--- src/rtl/alu_seq_ctrl_pkg.sv ---
// Shared types for the ALU sequencing controller: FSM encoding,
// SWITCH control-word field positions and a field decoder.
package alu_seq_ctrl_pkg;

    typedef enum logic [1:0] {
        ST_IDLE = 2'd0,
        ST_EXEC = 2'd1,
        ST_CAPT = 2'd2
    } state_e;

    localparam int SW_W         = 10;
    localparam int OP_LSB       = 0;
    localparam int CIN_BIT      = 3;
    localparam int LED_LSB      = 4;
    localparam int HEX_SEL_LSB  = 6;
    localparam int HEX_MODE_LSB = 8;

    typedef struct packed {
        logic [1:0] hex_mode;
        logic [1:0] hex_sel;
        logic [1:0] led_sel;
        logic       carry_in;
        logic [2:0] alu_op;
    } cfg_t;

    function automatic cfg_t decode_cfg(input logic [SW_W-1:0] sw);
        cfg_t c;
        c.alu_op   = sw[OP_LSB +: 3];
        c.carry_in = sw[CIN_BIT];
        c.led_sel  = sw[LED_LSB +: 2];
        c.hex_sel  = sw[HEX_SEL_LSB +: 2];
        c.hex_mode = sw[HEX_MODE_LSB +: 2];
        return c;
    endfunction

endpackage

--- src/rtl/alu_seq_ctrl_if.sv ---
// Controller-to-ALU bundle: operands, opcode, start strobe and result.
interface alu_seq_ctrl_if #(
    parameter int N = 10
);
    logic [N-1:0] a_reg;
    logic [N-1:0] b_reg;
    logic [2:0]   alu_op;
    logic         carry_in;
    logic         alu_start;
    logic [N-1:0] alu_result;
    logic         alu_cout;

    modport master (
        output a_reg, b_reg, alu_op, carry_in, alu_start,
        input  alu_result, alu_cout
    );

    modport slave (
        input  a_reg, b_reg, alu_op, carry_in, alu_start,
        output alu_result, alu_cout
    );
endinterface

--- src/rtl/alu_seq_ctrl_btn_debounce.sv ---
// Button conditioner: 2-FF synchronizer, hold-time debounce counter,
// one-cycle pulse on the debounced rising edge.
module btn_debounce #(
    parameter int DEB_CYCLES = 50000,
    parameter int DEB_W      = 16
) (
    input  logic clk,
    input  logic rst_n,
    input  logic btn_i,
    output logic pulse_o
);

    logic [1:0]       sync_q;
    logic             stable_q, stable_d;
    logic             prev_q;
    logic [DEB_W-1:0] cnt_q, cnt_d;

    always_ff @(posedge clk or negedge rst_n) begin
        if (!rst_n) begin
            sync_q   <= '0;
            stable_q <= 1'b0;
            prev_q   <= 1'b0;
            cnt_q    <= '0;
        end else begin
            sync_q   <= {sync_q[0], btn_i};
            stable_q <= stable_d;
            prev_q   <= stable_q;
            cnt_q    <= cnt_d;
        end
    end

    // Any cycle agreeing with the stable level restarts the hold count.
    always_comb begin
        cnt_d    = cnt_q;
        stable_d = stable_q;
        if (sync_q[1] == stable_q) begin
            cnt_d = '0;
        end else if (cnt_q == DEB_W'(DEB_CYCLES - 1)) begin
            stable_d = ~stable_q;
            cnt_d    = '0;
        end else begin
            cnt_d = cnt_q + 1'b1;
        end
    end

    assign pulse_o = stable_q & ~prev_q;

endmodule

--- src/rtl/alu_seq_ctrl.sv ---
// Board-level sequencer: debounced buttons load operands from SWITCH,
// fire the ALU and capture its result over a three-state cycle.
module alu_seq_ctrl
    import alu_seq_ctrl_pkg::*;
#(
    parameter int N          = 10,
    parameter int DEB_CYCLES = 50000,
    parameter int DEB_W      = 16
) (
    input  logic                 clk,
    input  logic                 rst_n,
    input  logic [SW_W-1:0]      SWITCH,
    input  logic                 B0,
    input  logic                 B1,
    input  logic                 B2,
    alu_seq_ctrl_if.master       alu,
    output logic [1:0]           led_sel,
    output logic [1:0]           hex_sel,
    output logic [1:0]           hex_mode,
    output logic [N-1:0]         res_reg,
    output logic                 res_cout,
    output logic                 res_valid,
    output logic                 busy
);

    logic [2:0]   pulse;
    state_e       state_q, state_d;
    logic [N-1:0] a_q, a_d;
    logic [N-1:0] b_q, b_d;
    cfg_t         cfg_q, cfg_d;
    logic [N-1:0] res_q, res_d;
    logic         rcout_q, rcout_d;
    logic         rvalid_q, rvalid_d;
    logic [2:0]   pend_q, pend_d;
    logic         start;
    logic         do_a, do_b, do_x;

    btn_debounce #(.DEB_CYCLES(DEB_CYCLES), .DEB_W(DEB_W)) u_deb0 (
        .clk(clk), .rst_n(rst_n), .btn_i(B0), .pulse_o(pulse[0])
    );
    btn_debounce #(.DEB_CYCLES(DEB_CYCLES), .DEB_W(DEB_W)) u_deb1 (
        .clk(clk), .rst_n(rst_n), .btn_i(B1), .pulse_o(pulse[1])
    );
    btn_debounce #(.DEB_CYCLES(DEB_CYCLES), .DEB_W(DEB_W)) u_deb2 (
        .clk(clk), .rst_n(rst_n), .btn_i(B2), .pulse_o(pulse[2])
    );

    always_ff @(posedge clk or negedge rst_n) begin
        if (!rst_n) begin
            state_q  <= ST_IDLE;
            a_q      <= '0;
            b_q      <= '0;
            cfg_q    <= '0;
            res_q    <= '0;
            rcout_q  <= 1'b0;
            rvalid_q <= 1'b0;
            pend_q   <= '0;
        end else begin
            state_q  <= state_d;
            a_q      <= a_d;
            b_q      <= b_d;
            cfg_q    <= cfg_d;
            res_q    <= res_d;
            rcout_q  <= rcout_d;
            rvalid_q <= rvalid_d;
            pend_q   <= pend_d;
        end
    end

    assign do_a = pulse[0] | pend_q[0];
    assign do_b = pulse[1] | pend_q[1];
    assign do_x = pulse[2] | pend_q[2];

    always_comb begin
        state_d  = state_q;
        a_d      = a_q;
        b_d      = b_q;
        cfg_d    = cfg_q;
        res_d    = res_q;
        rcout_d  = rcout_q;
        rvalid_d = rvalid_q;
        pend_d   = pend_q;
        start    = 1'b0;
        unique case (state_q)
            ST_IDLE: begin
                pend_d[1:0] = 2'b00;
                if (do_a) begin
                    a_d      = SWITCH[N-1:0];
                    rvalid_d = 1'b0;
                end
                if (do_b) begin
                    b_d      = SWITCH[N-1:0];
                    rvalid_d = 1'b0;
                end
                // Execute waits a cycle so it sees freshly loaded operands.
                if (do_x) begin
                    if (do_a || do_b) begin
                        pend_d[2] = 1'b1;
                    end else begin
                        pend_d[2] = 1'b0;
                        cfg_d     = decode_cfg(SWITCH);
                        start     = 1'b1;
                        state_d   = ST_EXEC;
                    end
                end
            end
            ST_EXEC: begin
                pend_d  = pend_q | pulse;
                state_d = ST_CAPT;
            end
            ST_CAPT: begin
                pend_d   = pend_q | pulse;
                res_d    = alu.alu_result;
                rcout_d  = alu.alu_cout;
                rvalid_d = 1'b1;
                state_d  = ST_IDLE;
            end
            default: begin
                state_d = ST_IDLE;
            end
        endcase
    end

    assign alu.a_reg     = a_q;
    assign alu.b_reg     = b_q;
    assign alu.alu_op    = cfg_q.alu_op;
    assign alu.carry_in  = cfg_q.carry_in;
    assign alu.alu_start = start;
    assign led_sel       = cfg_q.led_sel;
    assign hex_sel       = cfg_q.hex_sel;
    assign hex_mode      = cfg_q.hex_mode;
    assign res_reg       = res_q;
    assign res_cout      = rcout_q;
    assign res_valid     = rvalid_q;
    assign busy          = (state_q != ST_IDLE);

endmodule

--- src/flat_wrapper.sv ---
// flat-port wrapper written by rule: the top's interface ports become plain ports
module alu_seq_ctrl_flat import alu_seq_ctrl_pkg::*;
#(
    parameter int N          = 10,
    parameter int DEB_CYCLES = 50000,
    parameter int DEB_W      = 16
)
  (clk, rst_n, SWITCH, B0, B1, B2, led_sel, hex_sel, hex_mode, res_reg, res_cout, res_valid, busy, alu_a_reg, alu_b_reg, alu_alu_op, alu_carry_in, alu_alu_start, alu_alu_result, alu_alu_cout);
  alu_seq_ctrl_if #(.N(N)) alu_i ();
  input  logic clk;
  input  logic rst_n;
  input  logic [SW_W-1:0] SWITCH;
  input  logic B0;
  input  logic B1;
  input  logic B2;
  output logic [1:0] led_sel;
  output logic [1:0] hex_sel;
  output logic [1:0] hex_mode;
  output logic [N-1:0] res_reg;
  output logic res_cout;
  output logic res_valid;
  output logic busy;
  output wire logic [$bits(alu_i.a_reg)-1:0] alu_a_reg;
  output wire logic [$bits(alu_i.b_reg)-1:0] alu_b_reg;
  output wire logic [$bits(alu_i.alu_op)-1:0] alu_alu_op;
  output wire logic [$bits(alu_i.carry_in)-1:0] alu_carry_in;
  output wire logic [$bits(alu_i.alu_start)-1:0] alu_alu_start;
  input wire logic [$bits(alu_i.alu_result)-1:0] alu_alu_result;
  input wire logic [$bits(alu_i.alu_cout)-1:0] alu_alu_cout;
  assign alu_a_reg = alu_i.a_reg;
  assign alu_b_reg = alu_i.b_reg;
  assign alu_alu_op = alu_i.alu_op;
  assign alu_carry_in = alu_i.carry_in;
  assign alu_alu_start = alu_i.alu_start;
  assign alu_i.alu_result = alu_alu_result;
  assign alu_i.alu_cout = alu_alu_cout;
  alu_seq_ctrl #(.N(N), .DEB_CYCLES(DEB_CYCLES), .DEB_W(DEB_W)) u_core (.clk(clk), .rst_n(rst_n), .SWITCH(SWITCH), .B0(B0), .B1(B1), .B2(B2), .alu(alu_i), .led_sel(led_sel), .hex_sel(hex_sel), .hex_mode(hex_mode), .res_reg(res_reg), .res_cout(res_cout), .res_valid(res_valid), .busy(busy));
endmodule
--- config.mk ---
export PLATFORM = sky130hd
export DESIGN_NAME = alu_seq_ctrl_flat
export DESIGN_NICKNAME = d
export VERILOG_FILES = /design/src/rtl/alu_seq_ctrl_pkg.sv /design/src/rtl/alu_seq_ctrl_if.sv /design/src/rtl/alu_seq_ctrl_btn_debounce.sv /design/src/rtl/alu_seq_ctrl.sv /design/src/flat_wrapper.sv
export SDC_FILE = /design/constraint.sdc
export NUM_CORES = 1
export LEC_CHECK = 0
export BUFFER_PORTS_ARGS = -buffer_cell sky130_fd_sc_hd__buf_2
export CAP_MARGIN = 20
export CORE_MARGIN = 10
export CORE_UTILIZATION = 57
export CTS_CLUSTER_DIAMETER = 60
export DETAILED_ROUTE_END_ITERATION = 10
export GPL_ROUTABILITY_DRIVEN = 0
export PLACE_DENSITY = 0.88
export SYNTH_ARGS = -nofsm -noshare
export SYNTH_HDL_FRONTEND = slang
export SYNTH_HIERARCHICAL = 1
export SYNTH_SLANG_ARGS = --single-unit
--- constraint.sdc ---
create_clock -name clk -period 2.5 [get_ports clk]
set_input_delay 0.5 -clock clk [delete_from_list [all_inputs] [get_ports clk]]
set_output_delay 0.5 -clock clk [all_outputs]
set_load 0.03 [all_outputs]
# Yosys cells after proc, flatten, opt, wreduce, memory -nomap -nowiden
# Cells that the tools add are included.
# classes
muxes,18
n_shift,0
bitwise,17
n_reduce_logical,15
n_addsub,3
div_mod_pow,0
multipliers,0
eq_ne,11
order_cmp,0
# op_table
op,count
16-bit two-way mux,6
16-bit by 1-bit adder with 16-bit output (second input constant),3
16-bit == test (second input constant),3
2-bit AND reduction,8
1-bit inverter,10
1-bit two-way mux,7
3-bit case mux with 2 select lines,1
2-bit nonzero test,3
2-bit two-way mux,2
2-bit case mux with 2 select lines,1
1-bit bitwise AND,3
1-bit == test,3
3-bit by 1-bit inequality test with 1-bit output (second input constant),1
1-bit OR,3
3-bit OR,1
3-bit AND reduction,1
2-bit by 1-bit == test with 1-bit output (second input constant),1
2-bit == test (second input constant),1
2-bit zero test,1
2-bit by 1-bit inequality test with 1-bit output (second input constant),1
2-bit inequality test (second input constant),1
1-bit case mux with 2 select lines,1
2-bit OR reduction,1
1-bit logical OR,1
# word_totals
romBits,0
latchBits,0
n_memories,0
ramBits,0
reg_bits,107
in_bits,26

# Logic depth before layout (Yosys ltp)
# Gate-level depths: netlist of run 1.
# depth
depth_word,7
depth_mapped,7
ltp_nobuf,5

# Cells and area by module
# Netlist of run 1, hierarchy kept.
# modules_own_cells
module,seq_area_each_um2,area_per_inst_um2,cells_per_inst,instances
btn_debounce,500.5,942.2,88,3
alu_seq_ctrl,1176.1,1899.3,121,1

# Worst setup path before layout of run 1
# No wires, ideal clock.
# synth_path
kind,register to output
from,reg u_core.u_deb1.stable_q
to,out alu_alu_start
path_stages_with_launch,5
path_slack_ps,459
arrival_ps,1541
cell_sequence,dfrtp_1 nor2b_1 or4_4 nor3_4 buf_12
# synth_between
elab_chain_cells,6
# synth_lines
item,line,source
from (decl),alu_seq_ctrl_btn_debounce.sv:14,"logic stable_q, stable_d;"
from (signal assigned),alu_seq_ctrl_btn_debounce.sv:26,stable_q <= stable_d;
1-bit bitwise AND,alu_seq_ctrl_btn_debounce.sv:46,assign pulse_o = stable_q & ~prev_q;
named net u_core.pulse[1],alu_seq_ctrl.sv:26,logic [2:0] pulse;
1-bit OR,alu_seq_ctrl.sv:71,assign do_b = pulse[1] | pend_q[1];
1-bit logical OR,alu_seq_ctrl.sv:97,if (do_a || do_b) begin
1-bit two-way mux,alu_seq_ctrl.sv:97,
1-bit two-way mux,alu_seq_ctrl.sv:96,if (do_x) begin
1-bit two-way mux,alu_seq_ctrl.sv:84,unique case (state_q)
to (decl),flat_wrapper.sv:27,output wire logic [$bits(alu_i.alu_start)-1:0] alu_alu_start;
# The timed path passes the listed nets, and every way through them passes these cells.

# Final worst setup path of run 1
# layout_path
from,reg u_core.u_deb0.stable_q
to,out alu_alu_start
# layout_between
elab_chain_cells,6
# layout_lines
item,line,source
from (decl),alu_seq_ctrl_btn_debounce.sv:14,
from (signal assigned),alu_seq_ctrl_btn_debounce.sv:26,
1-bit bitwise AND,alu_seq_ctrl_btn_debounce.sv:46,
named net u_core.pulse[0],alu_seq_ctrl.sv:26,
1-bit OR,alu_seq_ctrl.sv:70,assign do_a = pulse[0] | pend_q[0];
1-bit logical OR,alu_seq_ctrl.sv:97,
1-bit two-way mux,alu_seq_ctrl.sv:97,
1-bit two-way mux,alu_seq_ctrl.sv:96,
1-bit two-way mux,alu_seq_ctrl.sv:84,
# The timed path passes the listed nets, and every way through them passes these cells.

==> run metrics, run 1 <==
Final ANT Viol Nets=0; Post-layout nets=495; CTS sink count=107; fraction of layout cells with a size suffix above 1=0.313; largest cells by area after synthesis=dfrtp_1 (57%), mux2_2 (6.7%), nor2_1 (4.2%); Ports=70; status=finished, final reports clean; DP Worst Slack=0.389 ns; Clock transition at path regs=0.10 ns; HPWL Detailed=7.15 mm; final instance area=0.00536 mm2; Die Width=111 um; actual slew at the worst max-slew pin=0.620 ns; starting DRC count in detailed routing=148; worst-path maximum fanout=4; Max-cap violations=0; met1 Use GR=0.182; vias=3160; Worst Slack Setup Final=0.114 ns; GRT Util Overall=0.155; total global routing overflow=0; launch point of the worst path=u_core/u_deb0/stable_q$_DFFE_PN0P_; TritonCTS buffer count=9; starting density of the core=0.581; CP Data Arrival Time=1.89 ns; Synth Area in Compound Gates=0.0201; Highest Clock Rate=0.419 GHz; met2 Track Usage GR=0.263; most frequent cells after synthesis=dfrtp_1 (107), nor2_1 (53), mux2_2 (28), xnor2_1 (21), xor2_1 (21); Leak=0.00248 uW; Hold WC Path Type=input pin to async pin; sw power=704 uW; Post-Synth Adder-Cell Area=0.0185; clk_lat worst skew=0.37 ns; first-pass GRT wire length=16.0 mm; area leader, netlist=dfrtp_1; final core occ=0.659; vias in the first global route=3267; sequential fraction of the synthesis area=0.567; Rows=33; Critical Path End Type=output port; CTS tree=built; setup violators final=0; DR vias/cell=5.52; Tot Pwr=2880 uW; maximum VDD drop=0.318 mV; DRC Markers=0; met3 usage=0.0427; r2r worst-path depth=5; simple-gate share of the synthesized area=0.179; Post-DP Area=0.00516 mm2; internal power=2180 uW; Synth Flop Type=dfrtp_1; max-slew violations=0; drt wl/cell=16.8 um; Synth Area in XOR/XNOR=0.0778; Setup crit end=alu_alu_start; DIE HEIGHT=111 um; Comb pwr share=0.057; Cells after Synth=385; period utilization=0.954; largest registers=u_core/u_deb0/cnt_q (16), u_core/u_deb1/cnt_q (16), u_core/u_deb2/cnt_q (16); reg2reg setup slack=0.43 ns; post-synthesis register bit count=107; multiplexer area fraction after synthesis=0.117; Async SR Flop Fraction=1.00; Worst Setup Start Kind=flip-flop; hold buffers post-CTS=0; Post-Synthesis Cell Area=0.00473 mm2; share of the synthesized area in the top cell type=0.567; Clock Power Share=0.322; core area=0.00813 mm2; final hold violation count=0; Rel. slew slack=0.586; port bufs=69; Clock Skew=0.0102 ns; Post-synth EDFFs=0; Critical Path RT=2.00 ns; Area Growth Syn to Fin=13.4%; Syn Nets=418; largest net degree at the start of global routing=49; most frequent cell after synthesis=dfrtp_1; pwr/cell area=538 mW/mm2; Yosys cell types=37; H-Tree Depth=3; unrepaired setup endpoints after global routing=false; grt peak-use layer=met2; DRT Pass-1 Iters=4; Seq pwr share=0.621; combinational family with the most area after synthesis=simple AND/OR/NAND/NOR gates; Root Driver=clkbuf_8; clk buf depth=2; Min Clock Period, post-route=2.39 ns; antenna diode count=0; Final Routed Wirelength=9.62 mm; WS Path Type=flip-flop to output port; initial antenna violation count=0; worst r2r src=u_core/u_deb0/stable_q$_DFFE_PN0P_; Synth Warn #=6; Sw Ratio=0.244; setup tns final=0 ns; average size of a mapped cell=12.3 um2; die area=0.0123 mm2; RR Endpoint=u_core/alu.alu_op[0]$_DFFE_PN0P_
==> power groups by stage <==
| stage | combinational (uW) | sequential, uW | clock, uW |
|---|---|---|---|
| after global placement | 162 | 1820 | 0 |
| final | 164 | 1790 | 929 |
| after global routing | 182 | 1790 | 1030 |
| after CTS | 168 | 1790 | 955 |
| after floorplan | 48.2 | 1850 | 0 |
| after detailed placement | 168 | 1820 | 0 |
==> critical path, stage by stage (launching register included) <==
cell and delay, ns:
dfrtp_1 0.39, nor2b_1 0.18, or4_4 0.54, nor3_4 0.25, buf_6 0.16
==> worst min path at each step <==
stage                                              endpoint  slack [ns]                              start
after CTS                  u_core/alu.alu_op[0]$_DFFE_PN0P_        0.14                              rst_n
final                      u_core/u_deb0/cnt_q[2]$_DFF_PN0_        0.13                              rst_n
after global routing       u_core/u_deb0/cnt_q[2]$_DFF_PN0_        0.16                              rst_n
after floorplan             u_core/alu.a_reg[0]$_DFFE_PN0P_        0.20                              rst_n
after detailed placement  u_core/u_deb2/sync_q[1]$_DFF_PN0_        0.35  u_core/u_deb2/sync_q[0]$_DFF_PN0_
after global placement    u_core/u_deb2/sync_q[1]$_DFF_PN0_        0.34  u_core/u_deb2/sync_q[0]$_DFF_PN0_
==> timing repair <==
item                       4_1_cts  5_1_grt
resized for setup                1        2
setup endpoints to repair        1        1
pin swaps                        0        2
gates cloned                     0        0
buffers inserted                 0        1
==> per-stage QoR <==
stage,hold slack (ns),cells
2_1_floorplan,0.204,385
3_3_place_gp,0.341,554
3_5_place_dp,0.346,554
4_1_cts,0.145,570
5_1_grt,0.161,572
6_report,0.128,572
==> layout by cell type, fill, tap and decap left out, types with 4 or more instances in the layout <==
cell type  synthesis  final
ha_1               7      7
mux2_4            12     12
nor4_1             7      7
nand3_1           18     18
clkbuf_8           0      9
nand2_1           14     14
dfrtp_1          107    107
nand4_1           18     18
xor2_1            21     21
nor2_1            53     53
nor3_1             6      6
mux2_2            28     28
buf_4              0      6
xnor2_1           21     21
buf_2              0     67
or4_4              4      4
mux2_1             5      5
a21oi_1            7      7
inv_1              7      7
==> layout make-up <==
type,count,area (um2)
Sequential cell,107,2680
Clock inverter,6,42.5
Inverter,7,26.3
Timing Repair Buffer,75,403
Tap cell,105,131
Multi-Input combinational cell,262,1950
Fill cell,582,2770
Clock buffer,10,128
==> logic make-up (layout without fill, tap and decap cells) <==
kind of cell | count (synthesis) | count (layout)
AOI/OAI and AO/OA | 16 | 16
xor gates and xnor gates | 42 | 42
adders and majority gates | 7 | 7
buffers and inverters | 16 | 98
DFF | 107 | 107
muxes | 45 | 45
and+or+nand+nor | 152 | 152
==> metal layers <==
metal  vias to the layer above  part of all wire
li1                       1502                 -
met1                      1562              0.43
met2                        74              0.50
met3                        22             0.045
met4                         0             0.026
met5                         -                 0
Note: power is estimated with default switching activity, not from simulation.
==> run 2, diff against run 1 <==
--- a/config.mk
+++ b/config.mk
@@ -8,11 +8,11 @@
 export BUFFER_PORTS_ARGS = -buffer_cell sky130_fd_sc_hd__buf_2
 export CAP_MARGIN = 20
 export CORE_MARGIN = 10
-export CORE_UTILIZATION = 57
+export CORE_UTILIZATION = 60
 export CTS_CLUSTER_DIAMETER = 60
 export DETAILED_ROUTE_END_ITERATION = 10
 export GPL_ROUTABILITY_DRIVEN = 0
-export PLACE_DENSITY = 0.88
+export PLACE_DENSITY = 0.91
 export SYNTH_ARGS = -nofsm -noshare
 export SYNTH_HDL_FRONTEND = slang
 export SYNTH_HIERARCHICAL = 1
==> constraint.sdc (replaced) <==
create_clock -name clk -period 2.8 [get_ports clk]
set_input_delay 0.56 -clock clk [delete_from_list [all_inputs] [get_ports clk]]
set_output_delay 0.56 -clock clk [all_outputs]
set_load 0.03 [all_outputs]
==> run 2 against run 1 <==
Non-clock buffer count decreased by 2; die area decreased by 4.1%; combinational power decreased by 9%; core utilization increased by 3.9 points; critical path type unchanged; cell count decreased by 0.87%.
==> run metrics, run 2 (synthesis results as in run 1) <==
Rel. slew slack=0.572 (-0.0144); largest net degree at the start of global routing=53 (+8.2%); unrepaired setup endpoints after global routing=false; Worst Setup Start Kind=flip-flop; vias in the first global route=3258 (-0.28%); largest registers=u_core/u_deb0/cnt_q (16), u_core/u_deb1/cnt_q (16), u_core/u_deb2/cnt_q (16); pwr/cell area=493 mW/mm2 (-8.4%); CTS sink count=107 (unchanged); first-pass GRT wire length=15.8 mm (-1.6%); Highest Clock Rate=0.390 GHz; CP top delay family=simple AND/OR/NAND/NOR gates; Critical Path RT=2.24 ns (+0.24 ns); CTS tree=built; starting DRC count in detailed routing=112 (-24%); clk buf depth=2 (unchanged); max-slew violations=0 (unchanged); worst-path maximum fanout=4 (unchanged); status=finished, final reports clean; most common cell after layout, fill and taps aside=dfrtp_1; clk_lat worst skew=0.37 ns (about the same); Min Clock Period, post-route=2.56 ns; commonest non-fill, non-tap cells in the layout=dfrtp_1 (107), buf_2 (68), nor2_1 (53), mux2_2 (28); total global routing overflow=0 (unchanged); Die Width=109 um (-2.1%); DIE HEIGHT=109 um (-2.1%); fill count=516 (-11%); post-cts gate resize count=0 (-1); DRC Markers=0 (unchanged); die area=0.0118 mm2 (-4.1%); Area Growth Syn to Fin=13.6%; maximum VDD drop=0.311 mV (-2.3%); Ports=70 (unchanged); final core occ=0.698 (+0.0393); antenna diode count=0 (unchanged); Final Routed Wirelength=9.43 mm (-2.0%); port bufs=69 (unchanged); GRT Util Overall=0.164 (+0.00944); Rows=32 (-3.0%); setup violators final=0 (unchanged); CP max-delay cell=or4_4; HPWL Detailed=6.88 mm (-3.8%); Leak=0.00249 uW (+0.30%); final hold violation count=0 (unchanged); DR vias/cell=5.60 (+1.5%); Hold WC Path Type=input pin to async pin; period utilization=0.915; drt wl/cell=16.6 um (-1.1%); Final ANT Viol Nets=0 (unchanged); vias=3178 (+0.57%); initial antenna violation count=0 (unchanged); setup tns final=0 ns (unchanged); TritonCTS buffer count=9 (unchanged); actual slew at the worst max-slew pin=0.642 ns (+0.0216 ns); critical path cell sequence=nor2b_1, or4_4, nor3_4, buf_2; CP Data Arrival Time=2.00 ns (+0.11 ns); H-Tree Depth=3 (unchanged); hold buffers post-CTS=0 (unchanged); Root Driver=clkbuf_8; Clock transition at path regs=0.10 ns (about the same); Max-cap violations=0 (unchanged); DRT Pass-1 Iters=4 (unchanged); starting density of the core=0.615 (+0.0338); Setup Buffers After CTS=0 (unchanged); Clock Skew=0.00890 ns (-0.00128 ns); core area=0.00769 mm2 (-5.5%); Post-layout nets=493 (-0.40%); WS Path Type=flip-flop to output port; CP peak stage delay=0.59 ns (+0.05 ns); Critical Path End Type=output port; fraction of layout cells with a size suffix above 1=0.310 (-0.00296); CP bufs+invs=1 (unchanged)
## run 2: cell count changes in the layout (fill, tap and decap cells not counted), sizes merged
cell and delta:
clkbuf +1, clkinv -1, clkinvlp -1, buf -2, inv +1
## run 2: metrics by stage
stage	total power (uW)	hold WS (ns)	setup WS [ns]	std cells	area [um2]
after global placement	1770	0.336	0.681	551	5170
after floorplan	1700	0.264	0.699	385	4730
after detailed placement	1780	0.343	0.637	551	5170
final	2640	0.119	0.238	567	5370
after CTS	2680	0.123	0.216	567	5370
after global routing	2750	0.127	0.150	567	5370
## run 2: power breakdown
part | leakage [uW] | internal [uW] | total (uW) | switching (uW)
logic | 0.000965 | 49.9 | 149 | 99.0
clock network | 0.0000976 | 383 | 899 | 517
registers | 0.00143 | 1570 | 1600 | 22.6
total | 0.00249 | 2010 | 2640 | 638
## run 2: layer usage
metal / part of all wire / GRT usage / up-vias / wire length (um)
li1: - / - / 1508 / -
met1: 0.41 / 0.188 / 1581 / 3880
met2: 0.52 / 0.288 / 74 / 4900
met3: 0.052 / 0.0448 / 15 / 491
met4: 0.016 / 0.0584 / 0 / 153
met5: 0 / 0 / - / 0
## run 2: worst paths after layout
| check | start | to | slack (ns) | cells after the start |
|---|---|---|---|---|
| worst max-delay path | u_core/u_deb1/stable_q$_DFFE_PN0P_ | alu_alu_start | 0.24 | 4 |
| worst min-delay path | rst_n | u_core/u_deb1/cnt_q[14]$_DFF_PN0_ | 0.12 | 1 |
| worst max register to register | u_core/u_deb1/stable_q$_DFFE_PN0P_ | u_core/alu.alu_op[0]$_DFFE_PN0P_ | 0.70 | 5 |
| worst min register to register | u_core/u_deb2/sync_q[0]$_DFF_PN0_ | u_core/u_deb2/sync_q[1]$_DFF_PN0_ | 0.36 | 0 |
| max in group asynchronous | rst_n | u_core/u_deb0/sync_q[0]$_DFF_PN0_ | 2.04 | 2 |
| min in group clk | B2 | u_core/u_deb2/sync_q[0]$_DFF_PN0_ | 0.30 | 1 |
## run 2: layout make-up
type	count	area [um2]	area share
Clock buffer	11	151	0.0282
Clock inverter	5	45.0	0.00839
Inverter	7	26.3	0.00490
Multi-Input combinational cell	262	1950	0.363
Sequential cell	107	2680	0.499
Tap cell	102	128	0.0238
Timing Repair Buffer	73	390	0.0727
## run 2: worst reg2reg max path: cells and delay by family, from the launching register on
kind,cells,cell delay (ns)
muxes,1,0.34
and+or+nand+nor,3,0.97
buffers and inverters,1,0.25
DFF,1,0.43
==> run 3, diff against run 2 <==
==> constraint.sdc (replaced) <==
create_clock -name clk -period 2.8 [get_ports clk]
set_input_delay 0.7 -clock clk [delete_from_list [all_inputs] [get_ports clk]]
set_output_delay 0.7 -clock clk [all_outputs]
set_load 0.03 [all_outputs]
==> run 3 against run 2 <==
Fmax decreased by 5.3%; non-clock buffer count unchanged; sequential share of layout area increased by 0.12 points; sequential power hardly changed; worst hold slack improved by 0.19 ns; cell count unchanged; sequential cell count unchanged; clock-buffer cell count is 1 lower; first-iteration DRC count rose by 23%; register-to-register slack got worse by 0.04 ns; via count up 1.3%; combinational power about the same.
==> run metrics, run 3 (synthesis results as in run 1) <==
TritonCTS buffer count=9 (unchanged); placed cell count=551 (unchanged); DR vias/cell=5.68 (+1.3%); final hold violation count=0 (unchanged); Setup Buffers After CTS=0 (unchanged); starting DRC count in detailed routing=138 (+23%); FF+latch area=0.00268 mm2 (unchanged); die area=0.0118 mm2 (unchanged); RR Endpoint=u_core/alu.alu_op[0]$_DFFE_PN0P_; worst r2r src=u_core/u_deb1/stable_q$_DFFE_PN0P_; DRC Markers=0 (unchanged); Die Width=109 um (unchanged); GRT Util Overall=0.174 (+0.00936); max-slew violations=0 (unchanged); Leak=0.00248 uW (-0.34%); Final ANT Viol Nets=0 (unchanged); reg2reg setup slack=0.66 ns (-0.04 ns); Clock Skew=0.0120 ns (+0.00310 ns); area of the multi-input gates=0.00195 mm2 (unchanged); initial antenna violation count=0 (unchanged); Hold WC Path Type=input pin to async pin; largest net degree at the start of global routing=47 (-11%); first-pass GRT wire length=16.5 mm (+4.5%); met2 Track Usage GR=0.309 (+0.0207); fraction of layout cells with a size suffix above 1=0.310 (unchanged); Ports=70 (unchanged); Hold Worst Slack=0.313 ns (+0.194 ns); CP Data Arrival Time=2.01 ns (about the same); drt wl/cell=17.8 um (+7.3%); launch point of the worst path=u_core/u_deb1/stable_q$_DFFE_PN0P_; DRT Pass-1 Iters=4 (unchanged); CTS tree=built; HPWL Detailed=7.08 mm (+2.8%); Root Driver=clkbuf_8; Rows=32 (unchanged); post-cts gate resize count=0 (unchanged); antenna diode count=0 (unchanged); Rel. slew slack=0.579 (+0.00671); Worst Setup Start Kind=flip-flop; clk_lat worst skew=0.37 ns (about the same); Critical Path End Type=output port; CP bufs+invs=1 (unchanged); Highest Clock Rate=0.370 GHz (-5.3%); actual slew at the worst max-slew pin=0.632 ns (-0.0101 ns); period utilization=0.967 (+0.0515); CP peak stage delay=0.58 ns (about the same); unrepaired setup endpoints after global routing=false; Clock transition at path regs=0.10 ns (about the same); Layout Cells excl Fill=567 (unchanged); DIE HEIGHT=109 um (unchanged); clk buf depth=2 (unchanged); Min Clock Period, post-route=2.71 ns (+0.144 ns); grt peak-use layer=met2; WS Path Type=flip-flop to output port; met1 Use GR=0.195 (+0.00631); CP top delay family=simple AND/OR/NAND/NOR gates; Max-cap violations=0 (unchanged); Post-layout nets=493 (unchanged); fill count=531 (+2.9%); commonest non-fill, non-tap cells in the layout=dfrtp_1 (107), buf_2 (68), nor2_1 (53), mux2_2 (28); Area Growth Syn to Fin=13.3%; vias in the first global route=3343 (+2.6%); pwr/cell area=491 mW/mm2 (-0.27%); r2r worst-path depth=5 (unchanged); status=finished, final reports clean; setup violators final=0 (unchanged); maximum VDD drop=0.385 mV (+24%); starting density of the core=0.615 (unchanged); Critical Path RT=2.10 ns (-0.14 ns); Final Routed Wirelength=10.1 mm (+7.3%); most common cell after layout, fill and taps aside=dfrtp_1; vias=3220 (+1.3%); total global routing overflow=0 (unchanged); critical path cell sequence=nor2b_1, or4_4, nor3_4, buf_2; CP max-delay cell=or4_4; met3 usage=0.0454 (+0.000590); H-Tree Depth=3 (unchanged); largest registers=u_core/u_deb0/cnt_q (16), u_core/u_deb1/cnt_q (16), u_core/u_deb2/cnt_q (16); setup tns final=0 ns (unchanged); port bufs=69 (unchanged); worst-path maximum fanout=4 (unchanged); core area=0.00769 mm2 (unchanged); CTS sink count=107 (unchanged); hold buffers post-CTS=0 (unchanged)
## run 3: cell types whose count changed in the layout (fill, tap and decap cells not counted), sizes merged
cell      delta
inv          +1
clkinv       -1
clkinvlp     +1
clkbuf       -1
## run 3: layer usage
layer / part of all wire / wire [um]
met1: 0.40 / 4030
met2: 0.53 / 5390
met3: 0.048 / 485
met4: 0.021 / 211
met5: 0 / 0
## run 3: per-stage QoR
stage          setup WS, ns  area, um2  power, uW  utilization
2_1_floorplan         0.559       4730       1700            -
4_1_cts              0.0679       5360       2650        0.697
3_5_place_dp          0.478       5170       1780        0.673
6_report             0.0938       5360       2630        0.697
3_3_place_gp          0.537       5170       1770        0.673
5_1_grt              0.0246       5360       2730        0.697
## run 3: layout make-up
cell class | instances | share of cell area
flip-flops and latches | 107 | 0.500
multi-input cells | 262 | 0.364
repair buffers | 73 | 0.0729
clock buffers | 10 | 0.0257
well taps | 102 | 0.0238
clock inverters | 6 | 0.00864
inverters | 7 | 0.00491
## run 3: how the worst max path moves through the flow
stage / endpoint / slack (ns) / cells past startpoint
floorplan: alu_alu_start / 0.56 / 4
global route: alu_alu_start / 0.02 / 4
detailed placement: alu_alu_start / 0.48 / 4
CTS: alu_alu_start / 0.07 / 4
finish: alu_alu_start / 0.09 / 4
global placement: alu_alu_start / 0.54 / 4
## run 3: power by group
part | internal, uW | total [uW] | switching (uW)
combinational | 50.1 | 151 | 101
clock | 354 | 883 | 528
sequential | 1570 | 1600 | 24.1
total | 1980 | 2630 | 653
